**config.mk**
```make
export PLATFORM = sky130hd
export DESIGN_NAME = mc_sequencer
export DESIGN_NICKNAME = d
export VERILOG_FILES = /design/src/rtl/mc_sequencer.sv
export SDC_FILE = /design/constraint.sdc
export NUM_CORES = 1
export LEC_CHECK = 0
export CELL_PAD_IN_SITES_DETAIL_PLACEMENT = 2
export CELL_PAD_IN_SITES_GLOBAL_PLACEMENT = 2
export CORE_ASPECT_RATIO = 0.75
export CORE_UTILIZATION = 34
export CTS_CLUSTER_DIAMETER = 100
export CTS_CLUSTER_SIZE = 28
export DETAILED_ROUTE_END_ITERATION = 16
export GPL_ROUTABILITY_DRIVEN = 1
export GPL_TIMING_DRIVEN = 0
export HOLD_SLACK_MARGIN = 0.06
export PLACE_DENSITY = 0.87
export SETUP_SLACK_MARGIN = 0.4
export SLEW_MARGIN = 5
export SYNTH_ARGS = -nofsm -noshare
export SYNTH_HDL_FRONTEND = slang
export SYNTH_SLANG_ARGS = --single-unit
```
**constraint.sdc**
```tcl
create_clock -name clk -period 3.3 [get_ports clk]
set_input_delay 0.66 -clock clk [delete_from_list [all_inputs] [get_ports clk]]
set_output_delay 0.66 -clock clk [all_outputs]
set_load 0.02 [all_outputs]
```
**src/rtl/mc_sequencer.sv**
```systemverilog
// rtl/mc_sequencer.sv - control-flow sequencer for a 1-bit controller.
// Handles JMP/RTN return stack, SKZ skipping, IEN/OEN gating and decode pulses.
module mc_sequencer #(
  parameter int SIZE_LOG    = 8,
  parameter int STACK_DEPTH = 4
) (
  input  logic                clk,
  input  logic                rst,
  input  logic [3:0]          instr,
  input  logic [SIZE_LOG-1:0] pc_in,
  input  logic [SIZE_LOG-1:0] jump_addr,
  input  logic                rr,
  input  logic                data_in,
  output logic                pc_write,
  output logic [SIZE_LOG-1:0] pc_target,
  output logic                skip,
  output logic                ien,
  output logic                oen,
  output logic                write_en,
  output logic                jmp_o,
  output logic                rtn_o,
  output logic                flag_o,
  output logic                flag_f,
  output logic                stack_err
);

  localparam int PTR_W = $clog2(STACK_DEPTH);
  localparam int CNT_W = PTR_W + 1;

  typedef enum logic [3:0] {
    OP_NOPO = 4'h0, OP_LD   = 4'h1, OP_LDC  = 4'h2, OP_AND  = 4'h3,
    OP_ANDC = 4'h4, OP_OR   = 4'h5, OP_ORC  = 4'h6, OP_XNOR = 4'h7,
    OP_STO  = 4'h8, OP_STOC = 4'h9, OP_IEN  = 4'hA, OP_OEN  = 4'hB,
    OP_JMP  = 4'hC, OP_RTN  = 4'hD, OP_SKZ  = 4'hE, OP_NOPF = 4'hF
  } opcode_t;

  opcode_t             op;
  logic                active;
  logic [SIZE_LOG-1:0] stack_mem [STACK_DEPTH];
  logic [PTR_W-1:0]    sp;
  logic [CNT_W-1:0]    count;
  logic                stack_empty;
  logic                stack_full;
  logic [SIZE_LOG-1:0] stack_top;

  assign op          = opcode_t'(instr);
  assign active      = ~rst & ~skip;
  assign stack_empty = (count == '0);
  assign stack_full  = (count == CNT_W'(STACK_DEPTH));
  // sp points at the next free slot, so the top is one below it
  assign stack_top   = stack_mem[sp - PTR_W'(1)];

  always_comb begin
    pc_write  = 1'b0;
    pc_target = '0;
    write_en  = 1'b0;
    jmp_o     = 1'b0;
    rtn_o     = 1'b0;
    flag_o    = 1'b0;
    flag_f    = 1'b0;
    if (active) begin
      case (op)
        OP_JMP: begin
          pc_write  = 1'b1;
          pc_target = jump_addr;
          jmp_o     = 1'b1;
        end
        OP_RTN: begin
          rtn_o = 1'b1;
          if (!stack_empty) begin
            pc_write  = 1'b1;
            pc_target = stack_top;
          end
        end
        OP_STO, OP_STOC: write_en = oen;
        OP_NOPO:         flag_o   = 1'b1;
        OP_NOPF:         flag_f   = 1'b1;
        default: ;
      endcase
    end
  end

  // Entry contents need no reset: they are only read while count is nonzero
  always_ff @(posedge clk) begin
    if (active && op == OP_JMP)
      stack_mem[sp] <= pc_in;
  end

  always_ff @(posedge clk or posedge rst) begin
    if (rst) begin
      skip      <= 1'b0;
      ien       <= 1'b0;
      oen       <= 1'b0;
      stack_err <= 1'b0;
      sp        <= '0;
      count     <= '0;
    end else if (skip) begin
      skip <= 1'b0;
    end else begin
      case (op)
        OP_JMP: begin
          // a full stack wraps onto its oldest entry
          sp <= sp + PTR_W'(1);
          if (stack_full) stack_err <= 1'b1;
          else            count     <= count + CNT_W'(1);
        end
        OP_RTN: begin
          skip <= 1'b1;
          if (stack_empty) begin
            stack_err <= 1'b1;
          end else begin
            sp    <= sp - PTR_W'(1);
            count <= count - CNT_W'(1);
          end
        end
        OP_SKZ: skip <= ~rr;
        OP_IEN: ien  <= data_in;
        OP_OEN: oen  <= data_in;
        default: ;
      endcase
    end
  end

endmodule

```
[After elaboration in Yosys (flattened, before gate mapping)]
Memory sizes are Yosys's and may differ from the RTL's.
Cells that the tools add are included.
Storage, ports and cells
  memory bits (writable): 32
  input port bits: 24
  flip-flop bits (word level): 9
  memories: 1
  output and inout bits: 18
  word-level logic and storage cells: 66
Cells by class
  reductions and logical operators: 10
  $add $sub $neg: 4
  bitwise gates (word level): 4
  muxes and demuxes: 28
  equal/unequal tests: 13
Memories
  stack_mem: depth 4, width 8, rd ports 1, clocked after memory_dff 0, wr ports 1, RTL line 39  | logic [SIZE_LOG-1:0] stack_mem [STACK_DEPTH];
Operator list (number)
  4-bit equality test (second input constant): 8
  1-bit 2-to-1 mux: 17
  8-bit 2-to-1 mux: 2
  8-bit case mux with 2 select lines: 1
  2-bit inequality test (second input constant): 4
  4-bit AND reduction: 2
  3-bit 2-to-1 mux: 2
  1-bit case mux with 2 select lines: 3
  3-bit case mux with 2 select lines: 1
  4-bit logical NOT: 1
  2-bit case mux with 2 select lines: 1
  2-bit AND reduction: 2
  3-bit by 1-bit adder with 3-bit output (second input constant): 1
  3-bit equality test (second input constant): 1
  3-bit logical NOT: 1
  1-bit NOT: 3
  3-bit AND reduction: 1
  3-bit by 1-bit subtractor with 3-bit output (second input constant): 1
  2-bit by 1-bit adder with 2-bit output (second input constant): 1
  2-bit 2-to-1 mux: 1
  2-bit nonzero test: 1
  2-bit OR reduction: 1
  2-bit by 1-bit subtractor with 2-bit output (second input constant): 1
  1-bit AND: 1
  1-bit logical AND: 1

[Logic depth before layout (Yosys ltp)]
Gate-level depths: netlist of the first run.
  depth after elaboration: 5
  mapped depth: 8
  gate-level depth less buffers: 7

[Least setup slack after synthesis of the first run]
Ideal clock, no wire load.
  path type: reg2out
  from: register sp[0]
  to: output pc_target[0]
  setup slack: 0.696 ns
  data required time: 2.640 ns
  path buffers: 2
  cell stages (with the launch flop): 8
  arrival: 1.944 ns
  path through: dfrtp_1 -> buf_2 -> inv_1 -> ha_1 -> clkbuf_1 -> mux4_2 -> a22oi_1 -> nor2_1
On the way
  word-level cells in the longest chain between the ends: 5
RTL lines
  start: declaration: RTL line 40  | logic [PTR_W-1:0] sp;
  start signal: assignment: RTL line 103  | sp <= sp + PTR_W'(1);
  start signal: assignment: RTL line 112  | sp <= sp - PTR_W'(1);
  2-bit by 1-bit subtractor with 2-bit output: RTL line 51  | assign stack_top = stack_mem[sp - PTR_W'(1)];
  memory read 4 x 8 bit
  8-bit 2-to-1 mux: RTL line 70  | if (!stack_empty) begin
  8-bit case mux with 2 select lines: RTL line 62  | case (op)
  8-bit 2-to-1 mux: RTL line 61  | if (active) begin
  end: declaration: RTL line 15  | output logic [SIZE_LOG-1:0] pc_target,
Every way passes these cells.

[Worst setup path in the final report of the first run]
  from: input instr[0]
  to: output pc_target[6]
On the way
  word-level cells in the longest chain between the ends: 3
  elaborated cells between the ends (all ways): 4
  classes of those cells: 2 x eq/ne; 2 x mux
RTL lines
  start: declaration: RTL line 9  | input logic [3:0] instr,
  4-bit equality test: RTL line 62
  8-bit case mux with 2 select lines (*): RTL line 62
  8-bit 2-to-1 mux (*): RTL line 61
Every way passes the cells marked *; elsewhere a longest branch is shown, timed or not.

==> flow_metrics.env, run 1 <==
export IMPL_maxCapViolations=0
export IMPL_avgSynthCellArea_um2=14.7
export IMPL_drt_iter0_drc=55
export IMPL_yosys_cell_types_count=36
export IMPL_arrival_ps=2130
export IMPL_post_dp_hpwl_um=3710
export IMPL_vias=1336
export IMPL_clk_pin_slew_ps=70
export IMPL_ant_nets=0
export IMPL_track_usage=0.191
export IMPL_cts_buffers=5
export IMPL_slew_headroom=0.640
export IMPL_clockBufferDepth=2
export IMPL_fin_util=0.476
export IMPL_root_buffer="clkbuf_8"
export IMPL_multi_input_area_um2=707
export IMPL_fill_cells=515
export IMPL_antenna_found_initial=0
export IMPL_power_mw=1.59
export IMPL_clock_sinks=41
export IMPL_slew_violations=0
export IMPL_fp_dieH_um=67.6
export IMPL_syn_instance_count=133
export IMPL_drc=0
export IMPL_postLayoutSetupSlackWorst_ps=514
export IMPL_max_freq_ghz=0.359
export IMPL_synth_nets=162
export IMPL_ys_seq_elements=41
export IMPL_hold_slack_ps=492
export IMPL_synth_area_mm2=0.00195
export IMPL_rsz0062_at_grt="no"
export IMPL_core_area_mm2=0.00544
export IMPL_power_switching_uw=483
export IMPL_portBuffers=41
export IMPL_grt_first_pass_wirelength_um=8030
export IMPL_gp_congestion=0.746
export IMPL_timing_setup_tns_ps=0
export IMPL_register_area_mm2=0.00119
export IMPL_final_cell_area_mm2=0.00259
export IMPL_yosysWarnings=0
export IMPL_fin_crit_sh=0.844
export IMPL_syn_to_final_growth_pct=32.7
export IMPL_critical_path_slowest_cell="clkdlybuf4s50_1"
export IMPL_vdd_ir_drop_worst_v=0.000287
export IMPL_power_share_clock=0.241
export IMPL_ys_seq_area_frac=0.608
export IMPL_seqPwrFrac=0.411
export IMPL_die_w_um=89.4
export IMPL_required_ps=2640
export IMPL_start_util=0.358
export IMPL_wire_per_inst_um=20.0
export IMPL_outcome="complete, no violations"
export IMPL_pwr_share_comb=0.348
export IMPL_grt_ovfl_total=0
export IMPL_place_area_mm2=0.00245
export IMPL_dp_cells=249
export IMPL_worstMarginPinSlew_ps=537
export IMPL_layout_nets=214
export IMPL_hold_class="flop to flop"
export IMPL_worstSetupStartpointType="input port"
export IMPL_critical_path_class="input port to primary output"
export IMPL_powerDensity_mw_per_mm2=615
export IMPL_viasPerCell=5.14
export IMPL_std_cell_rows=23
export IMPL_swShare=0.303
export IMPL_fin_cells=260
export IMPL_dr_pass1_iters=4
export IMPL_cp_max_fo=9
export IMPL_period_minus_slack_ps=2790
export IMPL_first_global_vias=1499
export IMPL_drt_total_wl_um=5200
export IMPL_setup_viol=0
export IMPL_internal_power_mw=1.11
export IMPL_skew_ps=3.09
export IMPL_cp_end_kind="primary output"
export IMPL_critPathMaxStageDelay_ps=490
export IMPL_dp_slack_ps=-399
export IMPL_drive_gt1_frac=0.243
export IMPL_htree_levels=2
export IMPL_die_area_mm2=0.00604
export IMPL_num_antenna_cells=0
export IMPL_cts_tree="yes"
export IMPL_clkLatencyLatePin_ps=290
export IMPL_io_pins=42
export IMPL_p_leak_nw=0.967
export IMPL_crit_chain="clkdlybuf4s50_1 > buf_6 > nand2b_2 > nor3_4 > buf_12 > a22oi_1 > nor2_1 > buf_4"
export IMPL_grt_max_degree=13
export IMPL_final_hold_viol_count=0
-- power by group through the flow --
stage | Combinational (mW) | Sequential [mW] | Clock [mW]
2_1_floorplan | 0.328 | 0.658 | 0
3_3_place_gp | 0.445 | 0.657 | 0
3_5_place_dp | 0.489 | 0.665 | 0
4_1_cts | 0.556 | 0.653 | 0.392
5_1_grt | 0.595 | 0.662 | 0.417
6_report | 0.553 | 0.654 | 0.384
-- cell type report --
| class | instances | share of cell area |
|---|---|---|
| flip-flops and latches | 41 | 0.458 |
| clock buffers | 5 | 0.0266 |
| repair buffers | 45 | 0.156 |
| inverters | 5 | 0.00725 |
| plain buffers | 7 | 0.0290 |
| clock inverters | 2 | 0.0135 |
| well taps | 75 | 0.0363 |
| multi-input cells | 80 | 0.273 |
-- cells in the final DEF (no fill, tap or decap), types with 4 or more instances in the layout --
| cell type | count |
|---|---|
| a21oi_1 | 4 |
| a22oi_1 | 8 |
| and2_1 | 4 |
| buf_2 | 8 |
| buf_4 | 6 |
| clkbuf_8 | 6 |
| clkdlybuf4s50_1 | 24 |
| dfrtp_1 | 9 |
| dlygate4sd2_1 | 6 |
| edfxtp_1 | 32 |
| ha_1 | 5 |
| inv_1 | 5 |
| mux4_2 | 8 |
| nand2_1 | 6 |
| nor2_1 | 12 |
-- cell usage after synthesis --
library cell   n  area share
nand4bb_1      1      0.0058
a32oi_1        1      0.0045
mux4_2         8       0.092
ha_1           5       0.032
nor4_1         2      0.0064
buf_6          2       0.012
or3b_2         1      0.0045
o22a_1         1      0.0045
dfrtp_1        9        0.12
and4bb_1       1      0.0064
xor2_1         2      0.0090
and2_1         4       0.013
nor3_1         2      0.0051
and4bb_2       1      0.0064
and2b_1        1      0.0039
a22oi_1        8       0.031
o21ai_0        2      0.0051
a211o_1        1      0.0045
clkbuf_1       1      0.0019
nor3_4         1      0.0083
nor3_2         2       0.010
nor2_1        12       0.023
o32ai_1        1      0.0045
and4b_1        1      0.0051
inv_1          5      0.0096
buf_2          4       0.010
o21bai_1       1      0.0039
edfxtp_1      32        0.49
a31oi_1        1      0.0032
nand2b_1       1      0.0032
nand2_1        6       0.012
or3_1          3      0.0096
mux2_2         3       0.017
nand4b_1       1      0.0045
xnor2_1        2      0.0090
a21oi_1        4       0.010
-- sequential cells by signal, summed over array words and instances (netlist names) --
signal     count
stack_mem     32
count          3
oen            1
sp             2
ien            1
skip           1
stack_err      1
-- metal layers --
layer  vias up  GRT usage  share of wire
met5         -          0              0
met4         0     0.0556          0.012
met3         6     0.0428          0.038
met2        29      0.338           0.52
met1       687      0.237           0.43
li1        614          -              -
-- path summary, 6_finish.rpt --
| kind | start | to | slack, ps | cells past startpoint |
|---|---|---|---|---|
| setup / recovery | instr[0] | pc_target[6] | 510 | 8 |
| hold / removal | stack_err | stack_err | 490 | 1 |
| setup reg to reg | skip | stack_mem[3][5] | 1350 | 3 |
| hold reg to reg | stack_err | stack_err | 490 | 1 |
| max in group asynchronous | rst | count[2] | 2240 | 2 |
| min in group asynchronous | rst | oen | 790 | 2 |
-- timing repair --
| action | 4_1_cts | 5_1_grt |
|---|---|---|
| endpoints found under the setup margin | 14 | 10 |
| pin swaps | 1 | 1 |
| buffers inserted | 3 | 1 |
| endpoints found under the hold margin | 0 | 0 |
| hold buffers | 0 | 0 |
| gates resized for setup | 53 | 6 |
| cloned | 0 | 0 |
-- logic make-up (layout without fill, tap and decap cells) --
kind of cell / after synthesis / count (layout) / synth area share
compound gates: 20 / 20 / 0.0713
flops: 41 / 41 / 0.608
mux: 11 / 11 / 0.110
fa+ha+maj: 5 / 5 / 0.0321
xor+xnor: 4 / 4 / 0.0180
buf+inv: 12 / 64 / 0.0334
simple gates: 40 / 40 / 0.127
-- worst max-delay path, delay by kind of cell --
family                 cells  cell delay [ps]
buffers and inverters      4              930
and+or+nand+nor            3              460
AOI/OAI and AO/OA          1               80
Power figures use the tool's default switching activity.
==> inputs of run 2 (changes only) <==
--- a/config.mk
+++ b/config.mk
@@ -8,14 +8,14 @@
 export CELL_PAD_IN_SITES_DETAIL_PLACEMENT = 2
 export CELL_PAD_IN_SITES_GLOBAL_PLACEMENT = 2
 export CORE_ASPECT_RATIO = 0.75
-export CORE_UTILIZATION = 34
+export CORE_UTILIZATION = 31
 export CTS_CLUSTER_DIAMETER = 100
 export CTS_CLUSTER_SIZE = 28
 export DETAILED_ROUTE_END_ITERATION = 16
 export GPL_ROUTABILITY_DRIVEN = 1
 export GPL_TIMING_DRIVEN = 0
 export HOLD_SLACK_MARGIN = 0.06
-export PLACE_DENSITY = 0.87
+export PLACE_DENSITY = 0.84
 export SETUP_SLACK_MARGIN = 0.4
 export SLEW_MARGIN = 5
 export SYNTH_ARGS = -nofsm -noshare
==> constraint.sdc (replaced) <==
create_clock -name clk -period 2.3 [get_ports clk]
set_input_delay 0.46 -clock clk [delete_from_list [all_inputs] [get_ports clk]]
set_output_delay 0.46 -clock clk [all_outputs]
set_load 0.02 [all_outputs]
==> flow_metrics.env, run 2 (synthesized netlist as in run 1, its figures left out) <==
export IMPL_critPathBufInv=4
export IMPL_vdd_ir_drop_worst_v=0.000365
export IMPL_cts_buffers=5
export IMPL_rsz0062_at_grt="yes"
export IMPL_layout_common_cells="edfxtp_1 (32), buf_6 (21), clkdlybuf4s50_1 (21), buf_4 (20)"
export IMPL_outcome="complete, but fails checks"
export IMPL_clk_pin_slew_ps=90
export IMPL_fill_cells=546
export IMPL_r2r_start="sp[0]"
export IMPL_drc=0
export IMPL_powerDensity_mw_per_mm2=929
export IMPL_cp_top_family="buffers and inverters"
export IMPL_critical_path_slowest_cell="dfrtp_1"
export IMPL_viasPerCell=5.27
export IMPL_first_global_vias=1708
export IMPL_timing_setup_tns_ps=-1400
export IMPL_clkLatencyLatePin_ps=310
export IMPL_largest_reg_flops=32
export IMPL_num_antenna_cells=0
export IMPL_ant_nets=0
export IMPL_regMostFlops="stack_mem"
export IMPL_required_ps=1840
export IMPL_cp_max_fo=5
export IMPL_slew_violations=0
export IMPL_worstSetupStartpointType="flop"
export IMPL_grt_first_pass_wirelength_um=10300
export IMPL_root_buffer="clkbuf_8"
export IMPL_failed_checks="negative setup slack"
export IMPL_antenna_found_initial=0
export IMPL_p_leak_nw=1.10
export IMPL_start_util=0.328
export IMPL_fp_dieH_um=70.7
export IMPL_track_usage=0.224
export IMPL_final_common_cell="edfxtp_1"
export IMPL_fin_util=0.508
export IMPL_dp_cells=252
export IMPL_worstMarginPinSlew_ps=398
export IMPL_clockBufferDepth=2
export IMPL_critical_path_class="flop to primary output"
export IMPL_std_cell_rows=24
export IMPL_portBuffers=41
export IMPL_reg_largest_list="stack_mem x32, count x3, sp x2"
export IMPL_fin_cells=282
export IMPL_die_w_um=93.6
export IMPL_cp_end_kind="primary output"
export IMPL_drt_iter0_drc=65
export IMPL_crit_path_end="pc_target[0]"
export IMPL_clock_sinks=41
export IMPL_max_freq_ghz=0.398
export IMPL_setup_viol=9
export IMPL_r2r_end="sp[1]"
export IMPL_reg2regPathDepth=10
export IMPL_maxCapViolations=0
export IMPL_cts_tree="yes"
export IMPL_hold_class="input port to async pin"
export IMPL_postLayoutSetupSlackWorst_ps=-214
export IMPL_post_dp_hpwl_um=3980
export IMPL_gp_congestion=0.773
export IMPL_wire_per_inst_um=25.6
export IMPL_slew_headroom=0.734
export IMPL_cp_startpoint="sp[0]"
export IMPL_layout_nets=232
export IMPL_critPathMaxStageDelay_ps=430
export IMPL_r2r_slack_ps=360
export IMPL_postCtsHoldBufs=0
export IMPL_syn_to_final_growth_pct=55.0
export IMPL_htree_levels=2
export IMPL_period_minus_slack_ps=2510
export IMPL_arrival_ps=2050
export IMPL_grt_ovfl_total=0
export IMPL_dr_pass1_iters=4
export IMPL_fin_crit_sh=1.09
export IMPL_skew_ps=11.7
export IMPL_drt_total_wl_um=7220
export IMPL_die_area_mm2=0.00661
export IMPL_final_hold_viol_count=0
export IMPL_crit_chain="buf_12 > inv_8 > ha_4 > clkbuf_16 > mux4_2 > a22oi_2 > nor2_4 > buf_6"
export IMPL_grt_max_degree=13
export IMPL_cp_depth=8
export IMPL_vias=1485
export IMPL_io_pins=42
export IMPL_drive_gt1_frac=0.529
export IMPL_core_area_mm2=0.00595
## run 2: cell types whose count changed in the layout (fill, tap and decap cells not counted), moves of 7 or more
cell,before,now
buf_6,3,21
a22oi_1,8,0
buf_4,6,20
buf_2,8,0
a22oi_2,0,8
nor2_2,0,7
nor2_1,12,1
## run 2: how the worst min path moves through the flow
stage,startpoint,to,cells past startpoint
after floorplan,rst,count[0],1
after global placement,stack_err,stack_err,1
after detailed placement,stack_err,stack_err,1
after CTS,rst,sp[1],2
after global routing,rst,skip,2
final,rst,skip,2
## run 2: area by class of cell
type                            count  area [um2]  share of cell area
Buffer                              7         106              0.0352
Clock buffer                        6        72.6              0.0240
Clock inverter                      2        33.8              0.0112
Inverter                            5        26.3             0.00870
Multi-Input combinational cell     80         901               0.298
Sequential cell                    41        1190               0.393
Tap cell                           78        97.6              0.0323
Timing Repair Buffer               63         597               0.198
## run 2: routing by layer
| layer | global-route usage | routed length (um) | share of wire | vias up |
|---|---|---|---|---|
| met5 | 0 | 0 | 0 | - |
| met4 | 0.0855 | 235 | 0.033 | 0 |
| met3 | 0.0430 | 309 | 0.043 | 19 |
| met2 | 0.399 | 3770 | 0.52 | 45 |
| met1 | 0.270 | 2910 | 0.40 | 770 |
| li1 | - | - | - | 651 |
## run 2: per-stage QoR
stage                     cell area [um2]  worst slack [ps]  total power [mW]  hold WS (ps)
after floorplan                      2070               274              1.53           288
after global routing                 3020              -239              2.91           185
after detailed placement             2580             -1010              1.78           472
after global placement               2580              -939              1.71           469
after CTS                            2920              -136              2.70           311
final                                3020              -214              2.81           160
## run 2: where the power goes
part	leakage, nW	switching (mW)	internal (mW)
sequential	0.392	0.0937	0.860
clock	0.0528	0.276	0.321
combinational	0.652	0.572	0.685
## run 2: timing repair
| action | in CTS | in global routing |
|---|---|---|
| hold endpoints to repair | 0 | 0 |
| resized for setup | 121 | 32 |
| pin swaps | 10 | 6 |
| setup endpoints to repair | 49 | 28 |
| buffers inserted | 18 | 3 |
| cloned | 1 | 0 |
